<file path="src/rtl/imem_loader.sv">
// rtl/imem_loader.sv - boot loader writing a byte stream into instruction RAM and holding the core in reset
// Optional checksum trailer byte enabled by defining LOADER_CHECKSUM_EN.
module imem_loader #(
   parameter logic [31:0] BASE_ADDR = 32'd0,
   parameter int          MAX_WORDS = 1024
) (
   input  logic        clk,
   input  logic        rst,
   input  logic        start,
   input  logic        byte_valid,
   input  logic [7:0]  byte_data,
   output logic        byte_ready,
   output logic        imem_we,
   output logic [31:0] imem_addr,
   output logic [31:0] imem_wdata,
   output logic        cpu_rst,
   output logic        busy,
   output logic        done,
   output logic        err
);

   typedef enum logic [2:0] {
      IDLE, LEN_HI, LEN_LO, DATA,
`ifdef LOADER_CHECKSUM_EN
      CSUM,
`endif
      DONE, ERR
   } state_t;

   localparam logic [16:0] MAX_LEN = 17'(MAX_WORDS);

   state_t      state, state_next;
   logic [15:0] words_left;
   logic [1:0]  byte_idx;
   logic [23:0] word;
   logic        accept;
   logic        can_start;
   logic [15:0] len_full;
   logic        len_bad;
`ifdef LOADER_CHECKSUM_EN
   logic [7:0]  csum;
`endif

   assign accept    = byte_valid && byte_ready;
   assign can_start = (state == IDLE) || (state == DONE) || (state == ERR);
   assign len_full  = {words_left[15:8], byte_data};
   assign len_bad   = (len_full == 16'd0) || ({1'b0, len_full} > MAX_LEN);

   assign done    = (state == DONE);
   assign err     = (state == ERR);
   assign cpu_rst = (state != DONE);
   assign busy    = byte_ready;

   always_ff @(posedge clk) begin
      if (rst) state <= IDLE;
      else     state <= state_next;
   end

   always_comb begin
      state_next = state;
      byte_ready = 1'b0;
      case (state)
         IDLE, DONE, ERR: begin
            if (start) state_next = LEN_HI;
         end
         LEN_HI: begin
            byte_ready = 1'b1;
            if (byte_valid) state_next = LEN_LO;
         end
         LEN_LO: begin
            byte_ready = 1'b1;
            if (byte_valid) state_next = len_bad ? ERR : DATA;
         end
         DATA: begin
            byte_ready = 1'b1;
            if (byte_valid && (byte_idx == 2'd3) && (words_left == 16'd1)) begin
`ifdef LOADER_CHECKSUM_EN
               state_next = CSUM;
`else
               state_next = DONE;
`endif
            end
         end
`ifdef LOADER_CHECKSUM_EN
         CSUM: begin
            byte_ready = 1'b1;
            if (byte_valid) state_next = (byte_data == csum) ? DONE : ERR;
         end
`endif
         default: state_next = IDLE;
      endcase
   end

   always_ff @(posedge clk) begin
      if (rst) begin
         imem_we    <= 1'b0;
         imem_addr  <= BASE_ADDR;
         imem_wdata <= 32'd0;
         words_left <= 16'd0;
         byte_idx   <= 2'd0;
         word       <= 24'd0;
`ifdef LOADER_CHECKSUM_EN
         csum       <= 8'd0;
`endif
      end else begin
         imem_we <= 1'b0;
         // address steps the cycle after each strobe so the strobe sees the current word's address
         if (imem_we) imem_addr <= imem_addr + 32'd4;
         case (state)
            LEN_HI: if (accept) words_left[15:8] <= byte_data;
            LEN_LO: if (accept) words_left[7:0]  <= byte_data;
            DATA: begin
               if (accept) begin
                  word     <= {word[15:0], byte_data};
                  byte_idx <= byte_idx + 2'd1;
`ifdef LOADER_CHECKSUM_EN
                  csum     <= csum ^ byte_data;
`endif
                  if (byte_idx == 2'd3) begin
                     imem_we    <= 1'b1;
                     imem_wdata <= {word, byte_data};
                     words_left <= words_left - 16'd1;
                  end
               end
            end
            default: ;
         endcase
         if (start && can_start) begin
            imem_addr  <= BASE_ADDR;
            byte_idx   <= 2'd0;
            words_left <= 16'd0;
`ifdef LOADER_CHECKSUM_EN
            csum       <= 8'd0;
`endif
         end
      end
   end

endmodule

</file>
<file path="config.mk">
export PLATFORM = sky130hd
export DESIGN_NAME = imem_loader
export DESIGN_NICKNAME = d
export VERILOG_FILES = /design/src/rtl/imem_loader.sv
export SDC_FILE = /design/constraint.sdc
export NUM_CORES = 1
export LEC_CHECK = 0
export CAP_MARGIN = 20
export CELL_PAD_IN_SITES_DETAIL_PLACEMENT = 1
export CELL_PAD_IN_SITES_GLOBAL_PLACEMENT = 1
export CORE_ASPECT_RATIO = 1.25
export CORE_MARGIN = 2
export CORE_UTILIZATION = 50
export DETAILED_ROUTE_END_ITERATION = 8
export DONT_BUFFER_PORTS = 1
export PLACE_DENSITY_LB_ADDON = 0.1
export RECOVER_POWER = 50
export SYNTH_ARGS = -nofsm -noshare
export SYNTH_HDL_FRONTEND = slang
export SYNTH_SLANG_ARGS = --single-unit
</file>
<file path="constraint.sdc">
create_clock -name clk -period 4.6 [get_ports clk]
set_input_delay 0.46 -clock clk [delete_from_list [all_inputs] [get_ports clk]]
set_output_delay 0.46 -clock clk [all_outputs]
set_load 0.05 [all_outputs]
</file>
==> flow_summary.ini, run 1 <==
[run_status]
run_status = finished with violations
violations = max-capacitance violations, max-slew violations

[floorplan]
dieWidth_microns = 91.2
floorplan.initialDensity = 0.518
row_count = 39
floorplan.core_area_sq_um = 9170
top_level_ports = 82
dieArea_sq_um = 10300
fp.dieH_microns = 113

[sta]
hold_viol = 0
max_clock_freq_mhz = 351
min_period_ns = 2.85
finalSetupViolations = 0
timing.clock.skew_ns = 0.00649
fin_tns_setup_ns = 0
report.final.slew_viol_count = 49
slew_headroom = -0.429
grt_setup_unrepaired = false
worst_slew_pin_slew_ns = 2.14
finalCritPeriodShare = 0.620

[cts]
cts_max_path_buffers = 2
tritoncts.num_buffers = 9
h-tree-depth = 3
cts_repair_resize_count = 0
cts_post_setup_buffers_inserted = 0
clock_latency_ns = 0.35
clockRootBuffer = sky130_fd_sc_hd__clkbuf_16
tritoncts_clock_tree = built
cts.hold.buffers_added = 0
clkSinkCount = 108
worst_setup_hold_path_clk_slew_ns = 0.07

[synth]
synth_cells = 589
synth.ff_latch_count = 108
yosysWarnings = 0
syn_area_per_cell_sq_um = 8.07
dominantRegCellSynth = sky130_fd_sc_hd__dfxtp_1
synth-edff-count = 0
seq_area_frac_synth = 0.455
syn_area_sq_um = 4750
asyncSetResetFlopFracSynth = 0
synth_cell_types = 55

[grt]
first_pass_grt_wire_length_microns = 20100
global_route.usage.total = 0.244
global_route.overflow_total = 0
first_global_vias = 4020
grt_antenna_before_repair = 0
grt_max_degree = 65

[power]
power_density_nw_per_um2 = 399
static-leakage-power_nw = 1.77
max-vdd-ir-drop_v = 0.000198
total_power_mw = 2.04

[route]
antenna_violating_nets_post_route = 0
postRouteWirelength_microns = 12500
highest_layer = met4
routed_via_density = 5.73
wl_met1_microns = 5040
dr_wl_met3_microns = 507
met2WireLength_microns = 6600
first_iter_violations = 178
first_pass_iters = 4
overall_via_count_from_detail_route = 3992
route.detailed.wl_per_inst_microns = 17.9
remaining_drc_errors = 0

[placed_design]
gp_routability_congestion = 0.868
io_buffers = 0
post-dp-hpwl_microns = 8340
place_area_sq_um = 4740

[min_path]
holdCritPathClass = input pin to flop
worst_hold_path_cell_count = 1
min_delay_worst_endpoint = imem_wdata[3]
min-delay-start = rst

[critical_path]
max_stage_delay_ns = 1.51
worst-path-max-fanout = 48
ff2ff_path_depth = 4
crit_path_start = state[2]
crit_required_ns = 4.74
rrSetupSlack_ns = 1.75
reg2reg_to = imem_addr[30]
reg2reg_from = state[2]
nature_of_the_critical_path_endpoint = flop
critPathLaunchType = flop
cp_slowest_cell = sky130_fd_sc_hd__clkbuf_1
endpoint_arrival_time_on_the_critical_path_ns = 2.99
crit_type = flop to flop
critical_path.cell_chain = nand2b_1 > a21o_1 > clkbuf_1 > nor2_1

[layout]
finish.net_count = 586
layout.cell_area.non_filler_sq_um = 5110
layout_stage_area_growth_over_the_synthesis_result_pct = 7.50
fraction_of_final_layout_cells_sized_beyond_drive_strength_1 = 0.0575
antenna_cells_inserted = 0

[job]
drv.max_cap_violation_count = 1
[critical path, delay by kind of cell (launching register included)]
kind	cells	cell delay [ns]
AOI/OAI and AO/OA	1	0.12
DFF	1	0.65
buffers and inverters	1	1.51
and+or+nand+nor	2	0.34
[logic make-up after synthesis]
group | after synthesis | synth area share
simple gates | 285 | 0.290
buf+inv | 43 | 0.0461
fa+ha+maj | 4 | 0.0105
compound gates | 114 | 0.135
mux | 3 | 0.00632
xor+xnor | 31 | 0.0571
flops | 108 | 0.455
other cells | 1 | 0.000789
[power by group]
part / switching (mW) / internal (mW)
sequential: 0.0350 / 0.949
combinational: 0.155 / 0.0664
clock: 0.342 / 0.492
[registers in the layout, indices dropped and copies added, names as in the netlist]
name and flops:
words_left 16, state 3, imem_addr 30, byte_idx 2, imem_we 1, imem_wdata 32, word 24
[worst max path at each step]
stage,endpoint,cells after the start,slack (ns)
after floorplan,byte_ready,5,2.36
after global placement,imem_wdata[28],6,1.99
after detailed placement,imem_wdata[12],6,1.84
after CTS,imem_wdata[12],6,1.82
after global routing,imem_addr[12],4,1.42
final,imem_addr[30],4,1.75
[placed cells by master, fill, tap and decap left out, drive strengths merged, types with 2 or more instances in the layout]
cell type,instances
nand3,23
xor2,23
nand2b,5
clkbuf,13
or3b,2
nor3,11
nor2,53
o22ai,3
conb,2
a41oi,2
nand2,141
buf,4
a21o,2
nor4,7
and4,2
or3,3
and3b,2
dfxtp,108
o21ai,18
mux2i,3
bufinv,2
and3,8
inv,8
ha,4
nand4,10
o31a,4
nor2b,7
a31oi,3
a21oi,73
and2,4
nand3b,3
xnor2,8
[routing by layer]
| metal | up-vias | GRT usage |
|---|---|---|
| met5 | - | 0 |
| met4 | 0 | 0.0949 |
| met3 | 23 | 0.0486 |
| met2 | 71 | 0.447 |
| met1 | 1950 | 0.278 |
| li1 | 1948 | - |
[per-stage QoR]
| stage | cells | util | hold WS (ns) | setup WS (ns) |
|---|---|---|---|---|
| 2_1_floorplan | 590 | - | 0.432 | 2.36 |
| 5_1_grt | 697 | 0.557 | 0.163 | 1.42 |
| 4_1_cts | 694 | 0.551 | 0.165 | 1.82 |
| 6_report | 697 | 0.557 | 0.171 | 1.75 |
| 3_3_place_gp | 679 | 0.516 | 0.436 | 1.99 |
| 3_5_place_dp | 679 | 0.516 | 0.443 | 1.84 |
[layout make-up]
cell class,count,area [sq um]
Fill cell,1137,4060
Clock buffer,12,246
Sequential cell,108,2160
Timing Repair Buffer,5,73.8
Tap cell,123,154
Inverter,7,26.3
Clock inverter,3,68.8
Multi-Input combinational cell,439,2380
[synthesized netlist by cell type, types with 5 or more instances]
library cell,n,area share
sky130_fd_sc_hd__nand2_1,141,0.11
sky130_fd_sc_hd__nor2_1,52,0.041
sky130_fd_sc_hd__nor3_1,7,0.0074
sky130_fd_sc_hd__clkbuf_1,17,0.013
sky130_fd_sc_hd__nor2b_1,7,0.0092
sky130_fd_sc_hd__nand3_1,23,0.024
sky130_fd_sc_hd__nand2b_1,5,0.0066
sky130_fd_sc_hd__a21oi_1,73,0.077
sky130_fd_sc_hd__xor2_1,23,0.042
sky130_fd_sc_hd__buf_4,6,0.0095
sky130_fd_sc_hd__buf_2,10,0.011
sky130_fd_sc_hd__nand4_1,9,0.012
sky130_fd_sc_hd__inv_1,6,0.0047
sky130_fd_sc_hd__and3_1,8,0.011
sky130_fd_sc_hd__xnor2_1,8,0.015
sky130_fd_sc_hd__o21ai_0,18,0.019
sky130_fd_sc_hd__dfxtp_1,108,0.45
Power figures use the tool's default switching activity.
==> run 2, diff against run 1 <==
CORE_UTILIZATION = 46   (was 50)
clock period = 2.9 ns   (was 4.6 ns; I/O delays follow)
==> flow_summary.ini, run 2 (synthesis results as in run 1) <==
[placed_design]
gp_routability_congestion = 0.839
post-dp-hpwl_microns = 8740
io_buffers = 0

[critical_path]
ff2ff_path_depth = 6
nature_of_the_critical_path_endpoint = flop
cp-endpoint = imem_addr[20]
reg2reg_to = imem_addr[20]
crit_path_start = imem_addr[4]
rrSetupSlack_ns = 0.39
worst-path-max-fanout = 5
critPathLaunchType = flop
crit_type = flop to flop
reg2reg_from = imem_addr[4]
crit_required_ns = 3.09
endpoint_arrival_time_on_the_critical_path_ns = 2.70

[route]
remaining_drc_errors = 0
first_iter_violations = 147
routed_via_density = 5.72
route.detailed.wl_per_inst_microns = 18.4
overall_via_count_from_detail_route = 4180
antenna_violating_nets_post_route = 0
first_pass_iters = 4
postRouteWirelength_microns = 13400

[layout]
layout_stage_area_growth_over_the_synthesis_result_pct = 10.6
final_cell_mix = 141 x sky130_fd_sc_hd__nand2_1, 108 x sky130_fd_sc_hd__dfxtp_1, 73 x sky130_fd_sc_hd__a21oi_1, 51 x sky130_fd_sc_hd__nor2_1
max_reg_flops = 32
largest-register = imem_wdata
reg.largest.list = imem_wdata (32), imem_addr (30), word (24)
layout.cells.most_common = sky130_fd_sc_hd__nand2_1
antenna_cells_inserted = 0
fraction_of_final_layout_cells_sized_beyond_drive_strength_1 = 0.0681
finish.net_count = 613
final_core_util = 0.520

[floorplan]
floorplan.initialDensity = 0.470
dieArea_sq_um = 11200
row_count = 41
fp.dieH_microns = 118
dieWidth_microns = 94.9
top_level_ports = 82
floorplan.core_area_sq_um = 10100

[sta]
finalSetupViolations = 0
slew_headroom = 0.307
max_clock_freq_mhz = 399
report.final.slew_viol_count = 0
min_period_ns = 2.51
timing.clock.skew_ns = 0.00938
hold_viol = 0
fin_tns_setup_ns = 0
grt_setup_unrepaired = false
finalCritPeriodShare = 0.864
worst_slew_pin_slew_ns = 1.04

[run_status]
run_status = complete, no violations

[min_path]
holdCritPathClass = input pin to flop

[power]
total_power_mw = 3.31
static-leakage-power_nw = 1.84
power_density_nw_per_um2 = 630
max-vdd-ir-drop_v = 0.000374

[cts]
tritoncts.num_buffers = 9
cts_max_path_buffers = 2
cts_repair_resize_count = 0
clock_latency_ns = 0.35
h-tree-depth = 3
clockRootBuffer = sky130_fd_sc_hd__clkbuf_16
tritoncts_clock_tree = built
clkSinkCount = 108
worst_setup_hold_path_clk_slew_ns = 0.07

[grt]
first_global_vias = 4400
grt_max_degree = 49
global_route.usage.total = 0.248
grt_antenna_before_repair = 0
global_route.overflow_total = 0
first_pass_grt_wire_length_microns = 21700

[job]
drv.max_cap_violation_count = 0
-- run 2: cell type report --
type | count | area [sq um]
repair buffers | 32 | 215
well taps | 129 | 161
multi-input cells | 439 | 2360
flip-flops and latches | 108 | 2160
fillers | 1249 | 4850
clock inverters | 6 | 93.8
inverters | 7 | 26.3
clock buffers | 10 | 239
-- run 2: what timing repair did --
item / CTS / global route
hold buffers: 7 / 0
setup buffers: 0 / 0
hold endpoints to repair: 15 / 0
endpoints found under the setup margin: 0 / 0
-- run 2: worst max-delay path, cell delays in order (launching register included) --
cell                       delay [ns]
sky130_fd_sc_hd__dfxtp_1         0.31
sky130_fd_sc_hd__clkbuf_1        0.60
sky130_fd_sc_hd__nand4_1         0.45
sky130_fd_sc_hd__nor4_4          0.55
sky130_fd_sc_hd__nand4_1         0.18
sky130_fd_sc_hd__xor2_1          0.19
sky130_fd_sc_hd__nor2_1          0.06
-- run 2: how the worst min path moves through the flow --
| stage | from | to | slack (ns) | cells after the start |
|---|---|---|---|---|
| floorplan | byte_data[0] | word[0] | 0.43 | 2 |
| global placement | rst | imem_wdata[0] | 0.36 | 1 |
| detailed placement | rst | imem_wdata[5] | 0.37 | 1 |
| CTS | rst | imem_wdata[15] | 0.0005 | 1 |
| global route | rst | word[11] | 0.003 | 1 |
| finish | rst | imem_wdata[27] | 0.01 | 1 |
-- run 2: through the flow --
stage | std cells | cell area, sq um | setup WS, ns | hold slack, ns
final | 731 | 5260 | 0.393 | 0.0125
after global routing | 731 | 5260 | 0.258 | 0.00306
after CTS | 731 | 5330 | 0.614 | 0.000539
after detailed placement | 708 | 4930 | 0.866 | 0.365
after global placement | 708 | 4930 | 0.879 | 0.363
after floorplan | 590 | 4760 | 0.831 | 0.426
-- run 2: power by group --
| part | switching (mW) | total, mW | leakage, nW | internal (mW) |
|---|---|---|---|---|
| clock | 0.575 | 1.37 | 0.165 | 0.791 |
| combinational | 0.272 | 0.395 | 0.803 | 0.123 |
| sequential | 0.0461 | 1.55 | 0.870 | 1.51 |
| total | 0.892 | 3.31 | 1.84 | 2.42 |
-- run 2: per-layer routing --
metal,vias up,GRT usage,part of all wire
li1,2018,-,-
met1,2053,0.275,0.40
met2,85,0.453,0.54
met3,24,0.0455,0.034
met4,0,0.101,0.026
met5,-,0,0
==> run 3, diff against run 2 <==
CORE_UTILIZATION = 40   (was 46)
==> flow_summary.ini, run 3 (synthesis results as in run 1) <==
[layout]
layout_stage_area_growth_over_the_synthesis_result_pct = 10.0
final_core_util = 0.450
layout.cells.most_common = sky130_fd_sc_hd__nand2_1
largest-register = imem_wdata
layout.cell_area.non_filler_sq_um = 5230
final_cell_mix = 141 x sky130_fd_sc_hd__nand2_1, 108 x sky130_fd_sc_hd__dfxtp_1, 73 x sky130_fd_sc_hd__a21oi_1, 51 x sky130_fd_sc_hd__nor2_1
fraction_of_final_layout_cells_sized_beyond_drive_strength_1 = 0.0634
antenna_cells_inserted = 0
finish.net_count = 610
max_reg_flops = 32
final_non_filler_cells = 760
reg.largest.list = imem_wdata (32), imem_addr (30), word (24)

[power]
power_density_nw_per_um2 = 615
static-leakage-power_nw = 1.79
max-vdd-ir-drop_v = 0.000238

[sta]
max_clock_freq_mhz = 403
hold_viol = 0
finalCritPeriodShare = 0.856
finalSetupViolations = 0
report.final.slew_viol_count = 0
slew_headroom = 0.456
worst_slew_pin_slew_ns = 0.815
fin_tns_setup_ns = 0
grt_setup_unrepaired = false
timing.clock.skew_ns = 0.00672
min_period_ns = 2.48

[critical_path]
critical_path.cell_chain = clkbuf_1 > ha_1 > nand4_2 > nor4_4 > nand4_1 > xor2_1 > nor2_1
worst-path-max-fanout = 5
crit_required_ns = 3.12
cp_slowest_cell = sky130_fd_sc_hd__clkbuf_1
max_stage_delay_ns = 0.57
endpoint_arrival_time_on_the_critical_path_ns = 2.70
nature_of_the_critical_path_endpoint = flop
crit_type = flop to flop
critPathLaunchType = flop
cp_num_buf_inv = 1
critical-path-top-delay-family = simple AND/OR/NAND/NOR gates

[grt]
global_route.overflow_total = 0
first_global_vias = 4210
grt_antenna_before_repair = 0
global_route.usage.total = 0.210
first_pass_grt_wire_length_microns = 21500
grt_max_degree = 57

[cts]
tritoncts.num_buffers = 9
tritoncts_clock_tree = built
cts_repair_resize_count = 0
cts_post_setup_buffers_inserted = 0
clock_latency_ns = 0.34
clkSinkCount = 108
cts.hold.buffers_added = 1
h-tree-depth = 3
clockRootBuffer = sky130_fd_sc_hd__clkbuf_16
worst_setup_hold_path_clk_slew_ns = 0.07
cts_max_path_buffers = 2

[route]
route.detailed.wl_per_inst_microns = 16.8
remaining_drc_errors = 0
antenna_violating_nets_post_route = 0
first_iter_violations = 162
first_pass_iters = 4
routed_via_density = 5.35
postRouteWirelength_microns = 12700
overall_via_count_from_detail_route = 4064

[job]
drv.max_cap_violation_count = 0

[floorplan]
row_count = 44
floorplan.initialDensity = 0.409
floorplan.core_area_sq_um = 11600
dieWidth_microns = 102
fp.dieH_microns = 126
top_level_ports = 82
dieArea_sq_um = 12800

[placed_design]
place_area_sq_um = 4980
io_buffers = 0
post-dp-hpwl_microns = 8610
numPlacedInstances = 741
gp_routability_congestion = 0.851

[run_status]
run_status = complete, no violations

[min_path]
holdCritPathClass = input pin to flop
run 3: per-layer routing:
metal  global-route usage  share of wire  up-vias
met1                0.243           0.42     1959
li1                     -              -     2003
met5                    0              0        -
met2                0.379           0.52       82
met4               0.0612          0.018        0
met3               0.0499          0.042       20
run 3: stage by stage:
step                hold WS (ns)  power, mW  worst slack (ns)
floorplan                  0.426       1.90             0.831
global placement           0.363       1.95             0.887
detailed placement         0.366       1.96             0.794
CTS                      0.00110       3.26             0.569
global route              0.0152       3.37             0.224
finish                    0.0302       3.22             0.419
run 3: worst paths after layout:
kind	startpoint	endpoint	slack (ns)	cells past startpoint
worst min-delay path	rst	word[22]	0.03	1
worst min register to register	word[22]	word[22]	0.45	2
worst max-delay path	imem_addr[3]	imem_addr[20]	0.42	7
worst max register to register	imem_addr[3]	imem_addr[20]	0.42	7
run 3: layout make-up:
| class | count | area, sq um |
|---|---|---|
| well taps | 161 | 201 |
| inverters | 7 | 26.3 |
| clock inverters | 2 | 38.8 |
| repair buffers | 29 | 179 |
| clock buffers | 14 | 274 |
| multi-input cells | 439 | 2350 |
| fillers | 1418 | 6390 |
| flip-flops and latches | 108 | 2160 |
run 3: report_power, final:
part	internal [mW]	leakage, nW	switching (mW)
Clock	0.745	0.154	0.541
Sequential	1.51	0.870	0.0540
Combinational	0.118	0.770	0.252
Total	2.37	1.79	0.847
